[config.mk]
export PLATFORM = sky130hd
export DESIGN_NAME = wrr_burst_arbiter
export DESIGN_NICKNAME = d
export VERILOG_FILES = /design/src/rtl/wrr_burst_arbiter_pkg.sv /design/src/rtl/wrr_burst_arbiter_rr_pick.sv /design/src/rtl/wrr_burst_arbiter.sv
export SDC_FILE = /design/constraint.sdc
export NUM_CORES = 1
export LEC_CHECK = 0
export CAP_MARGIN = 20
export CORE_MARGIN = 2
export CORE_UTILIZATION = 47
export CTS_CLUSTER_SIZE = 30
export DETAILED_ROUTE_END_ITERATION = 7
export DONT_BUFFER_PORTS = 1
export MAX_ROUTING_LAYER = met4
export PLACE_DENSITY = 0.59
export SYNTH_ARGS = -nofsm -noshare
export SYNTH_HDL_FRONTEND = slang
export SYNTH_SLANG_ARGS = --single-unit
[constraint.sdc]
create_clock -name clk -period 3.5 [get_ports clk]
set_input_delay 0.35 -clock clk [delete_from_list [all_inputs] [get_ports clk]]
set_output_delay 0.35 -clock clk [all_outputs]
set_load 0.005 [all_outputs]
[src/rtl/wrr_burst_arbiter_pkg.sv]
// Shared types and helpers for the weighted round-robin burst arbiter:
// FSM state, id-width sizing, one-hot decode and the "bits above" priority mask.
package arb_pkg;

  typedef enum logic [0:0] {
    IDLE = 1'b0,
    BUSY = 1'b1
  } state_t;

  function automatic int id_width(input int n);
    return (n <= 2) ? 1 : $clog2(n);
  endfunction

  function automatic int unsigned oh2bin(input logic [31:0] oh);
    int unsigned idx;
    idx = 0;
    for (int i = 0; i < 32; i++) begin
      if (oh[i]) idx = idx | unsigned'(i);
    end
    return idx;
  endfunction

  // The top index has nothing above it, so priority restarts from bit 0 (all-ones mask).
  function automatic logic [31:0] therm_above(input int unsigned idx, input int unsigned n);
    if (idx >= n - 1) return '1;
    return ~((32'd2 << idx) - 32'd1);
  endfunction

endpackage

[src/rtl/wrr_burst_arbiter_rr_pick.sv]
// Combinational round-robin pick: lowest requester at/above the pointer mask,
// falling back to the lowest requester overall when the masked set is empty.
module rr_pick
  import arb_pkg::*;
#(
  parameter int  REQ_WIDTH = 5,
  localparam int ID_W      = id_width(REQ_WIDTH)
) (
  input  logic [REQ_WIDTH-1:0] req_i,
  input  logic [REQ_WIDTH-1:0] ptr_i,
  output logic [REQ_WIDTH-1:0] win_oh_o,
  output logic [ID_W-1:0]      win_id_o,
  output logic                 any_o
);

  logic [REQ_WIDTH-1:0] masked;
  logic [REQ_WIDTH-1:0] src;

  assign masked   = req_i & ptr_i;
  assign src      = (|masked) ? masked : req_i;
  // Two's-complement trick isolates the lowest set bit.
  assign win_oh_o = src & (~src + REQ_WIDTH'(1));
  assign win_id_o = ID_W'(oh2bin(32'(win_oh_o)));
  assign any_o    = |req_i;

endmodule

[src/rtl/wrr_burst_arbiter.sv]
// Weighted round-robin arbiter for one shared-memory bank: the winner holds the
// grant for up to w_eff beats (paced by ack) or until it drops req, then priority rotates.
module wrr_burst_arbiter
  import arb_pkg::*;
#(
  parameter int  REQ_WIDTH = 5,
  parameter int  WEIGHT_W  = 4,
  localparam int ID_W      = id_width(REQ_WIDTH)
) (
  input  logic                          clk,
  input  logic                          rst,
  input  logic [REQ_WIDTH-1:0]          req,
  input  logic [REQ_WIDTH*WEIGHT_W-1:0] weight,
  input  logic                          ack,
  output logic [REQ_WIDTH-1:0]          gnt,
  output logic [ID_W-1:0]               gnt_id,
  output logic                          gnt_vld,
  output logic [WEIGHT_W-1:0]           credit
);

  state_t               state_q, state_d;
  logic [REQ_WIDTH-1:0] gnt_q, gnt_d;
  logic [REQ_WIDTH-1:0] ptr_q, ptr_d;
  logic [ID_W-1:0]      id_q, id_d;
  logic [WEIGHT_W-1:0]  credit_q, credit_d;

  logic                 busy, owner_req, rel;
  logic [REQ_WIDTH-1:0] ptr_rel, pick_ptr, win_oh;
  logic [ID_W-1:0]      win_id;
  logic                 win_any;
  logic [WEIGHT_W-1:0]  w_eff;

  assign busy      = (state_q == BUSY);
  assign owner_req = |(req & gnt_q);
  assign rel       = busy && ((ack && (credit_q == WEIGHT_W'(1))) || !owner_req);
  assign ptr_rel   = REQ_WIDTH'(therm_above(32'(id_q), unsigned'(REQ_WIDTH)));
  // A releasing owner re-arbitrates this cycle against the already-rotated pointer.
  assign pick_ptr  = rel ? ptr_rel : ptr_q;

  rr_pick #(.REQ_WIDTH(REQ_WIDTH)) u_pick (
    .req_i    (req),
    .ptr_i    (pick_ptr),
    .win_oh_o (win_oh),
    .win_id_o (win_id),
    .any_o    (win_any)
  );

  always_comb begin
    w_eff = '0;
    for (int i = 0; i < REQ_WIDTH; i++) begin
      if (win_oh[i]) w_eff = weight[i*WEIGHT_W +: WEIGHT_W];
    end
    if (w_eff == '0) w_eff = WEIGHT_W'(1);
  end

  always_comb begin
    state_d  = state_q;
    gnt_d    = gnt_q;
    id_d     = id_q;
    credit_d = credit_q;
    ptr_d    = ptr_q;
    if (!busy || rel) begin
      if (rel) ptr_d = ptr_rel;
      if (win_any) begin
        state_d  = BUSY;
        gnt_d    = win_oh;
        id_d     = win_id;
        credit_d = w_eff;
      end else begin
        state_d  = IDLE;
        gnt_d    = '0;
        id_d     = '0;
        credit_d = '0;
      end
    end else if (ack) begin
      credit_d = credit_q - WEIGHT_W'(1);
    end
  end

  always_ff @(posedge clk) begin
    if (!rst) begin
      state_q  <= IDLE;
      gnt_q    <= '0;
      id_q     <= '0;
      credit_q <= '0;
      ptr_q    <= '1;
    end else begin
      state_q  <= state_d;
      gnt_q    <= gnt_d;
      id_q     <= id_d;
      credit_q <= credit_d;
      ptr_q    <= ptr_d;
    end
  end

  assign gnt     = gnt_q;
  assign gnt_id  = id_q;
  assign gnt_vld = |gnt_q;
  assign credit  = credit_q;

endmodule
==> flow_summary.toml <==
[cts]
numCtsBuffers = 3
ctsLongestPathBuffers = 2
clk_pin_slew_ns = 0.11
holdBufCountCts = 0
clk_latency_ns = 0.29
cts_tree = "yes"
cts_setup_buffers = 0
root_buffer = "clkbuf_4"
clock-sinks = 17
cts-resized-gates = 0
h-tree-depth = 1

[synthesis]
yosysMostFrequentCell = "nand2_1"
synthXorXnorAreaFrac = 0.02098
yosys.area.top_type = "dfxtp_1"
ys_ff_latch = 17
synthSimpleGateAreaFrac = 0.2777
syn_avg_cell_area_um2 = 7.684
synth_edf_count = 0
muxShareOfSynthArea = 0.007992
yosys_warnings = 0
ys_top_cells_by_count = "23 x nand2_1, 18 x a21oi_1, 18 x nor2_1"
synthCells = 163
yosysSeqAreaShare = 0.2717
yosys.cell_types.count = 57
synth-main-ff-cell = "dfxtp_1"
syn-cell-area_um2 = 1252
synth_adder_area_share = 0.02997
synth_top_family_by_area = "compound AO/OA/AOI/OAI gates"
synth-compound-area-share = 0.3516
synth_top_area_frac = 0.2717
syn_nets = 194
netlist_top_cells_area = "dfxtp_1 27%, a21oi_1 7.2%, nand2_1 6.9%"
synthArstFlopShare = 0

[detailed_routing]
route.antenna.remaining_nets = 0
vias_per_cell = 6.621
wirelength_um = 3740
detailedRoute.firstIterationViolations = 95
drc = 0
firstDrtPassIters = 5
via_count = 1311
routedWlPerCell_um = 18.89

[critical_path]
cp.arrival_ns = 3.53
worstPathMaxFanout = 7
crit_type = "reg2reg"
worst_setup_path_start_kind = "register"
end_kind = "register"
required_ns = 3.69
slowest_stage = "or4b_1"
slowest_delay_ns = 0.49
path_cells = "or3_1 > ha_1 > or4b_1 > o211a_1 > nor4_2 > o21ai_2 > a21boi_1 > nor3_1 > a221o_1 > o22ai_1 > a31oi_1"

[floorplanning]
io_pins = 41
start_util = 0.5010
die_x_um = 55.62
rows = 18
dieArea_um2 = 3094
core_area_um2 = 2500
die_h_um = 55.62

[grt]
grt_util_met2 = 0.3895
grt_max_degree = 14
grt.busiest_layer = "met2"
grt_pass1_vias = 1263
grt_overflow_total = 0
grt_pass1_wl_um = 6072
use_met1 = 0.3233
track_usage = 0.2494
grt_use_met3 = 0.06047
antenna_found_initial = 0

[sta]
skew_ns = 0.008220
fin_setup_tns_ns = 0
finalWorstSetupSlack_ns = 0.1551
finalSetupViolCount = 0
worst_slew_pin_slew_ns = 0.8180
maxSlewViolCount = 0
slew_headroom = 0.4527
fmaxAchievable_ghz = 0.2990
fin_crit_sh = 0.9557
hold_viol = 0
fin_crit_ns = 3.345

[placement]
preCtsSetupSlack_ns = 0.1731
place_congestion = 0.8280
place.port_buffers = 0
hpwl_um = 2841
place_area_um2 = 1304

[pwr]
ir_drop_mv = 0.3427
power_density_nw_per_um2 = 573.5
p_leak_nw = 0.5261
power.total_w = 0.0007714

[layout]
num-fill-cells = 256
final_cell_area_um2 = 1345
drive_above_1_share = 0.1250
diodes = 0
areaGrowthSynthToFinish_pct = 7.393
final_nets = 200

[outcome]
outcome = "finished, final reports clean"

[hold_path]
min_path_type = "in2reg"

[flow_run]
drv_cap = 0
## per-layer routing
metal  part of all wire  wire length, um
met1               0.41             1552
met4             0.0040               15
met2               0.49             1847
met5                  0                0
met3              0.087              325
## power by group
part | total (W) | switching, W | internal [W] | leakage (nW)
sequential | 0.000269 | 0.0000403 | 0.000229 | 0.140
combinational | 0.000394 | 0.000226 | 0.000168 | 0.368
clock | 0.000108 | 0.0000658 | 0.0000425 | 0.0177
total | 0.000771 | 0.000332 | 0.000439 | 0.526
## final timing paths
kind,cells after the start,slack (ns),start,end
min reg2reg,1,0.51,ptr_q[4],ptr_q[4]
max reg2reg,11,0.16,gnt[4],credit[0]
max,11,0.16,gnt[4],credit[0]
min,1,0.11,rst,ptr_q[0]
## registers in the layout, summed over array words and instances, names as in the netlist
signal / flops
credit: 4
gnt: 5
ptr_q: 5
busy: 1
gnt_id: 2
## cells in the final DEF, fill, tap and decap left out, drive strengths merged, types with 3 or more instances in the layout
cell type / instances
a21boi: 6
a21oi: 18
a2bb2oi: 3
a311oi: 3
a31oi: 3
buf: 6
clkbuf: 3
dfxtp: 17
ha: 3
inv: 4
nand2: 24
nor2: 18
nor3: 8
o21ai: 5
or4: 3
## worst max-delay path, delay by kind of cell, from the launching register on
family | cells | cell delay [ns]
fa+ha+maj | 1 | 0.20
flops | 1 | 0.39
compound gates | 6 | 1.32
simple gates | 4 | 1.32
## area by class of cell
cell class                      count  area (um2)  area share
Inverter                            5       18.77     0.01395
Sequential cell                    17       340.3      0.2530
Clock inverter                      1       5.005    0.003721
Tap cell                           30       37.54     0.02791
Timing Repair Buffer                6       45.04     0.03349
Clock buffer                        3       22.52     0.01674
Multi-Input combinational cell    136       875.8      0.6512
## logic make-up (layout without fill, tap and decap cells)
group	after synthesis	after routing
XOR/XNOR	3	3
adder cells (fa/ha/maj)	3	3
AND/OR/NAND/NOR	69	69
flip-flops	17	17
buffers and inverters	10	15
AO/OA/AOI/OAI	60	60
multiplexers	1	1
## per-stage QoR
stage / utilization / hold WS [ns] / instances
2_1_floorplan: - / 0.4396 / 163
3_3_place_gp: 0.5215 / 0.4141 / 194
3_5_place_dp: 0.5215 / 0.4161 / 194
4_1_cts: 0.5325 / 0.09791 / 198
5_1_grt: 0.5380 / 0.09615 / 198
6_report: 0.5380 / 0.1073 / 198
Power figures use the tool's default switching activity.
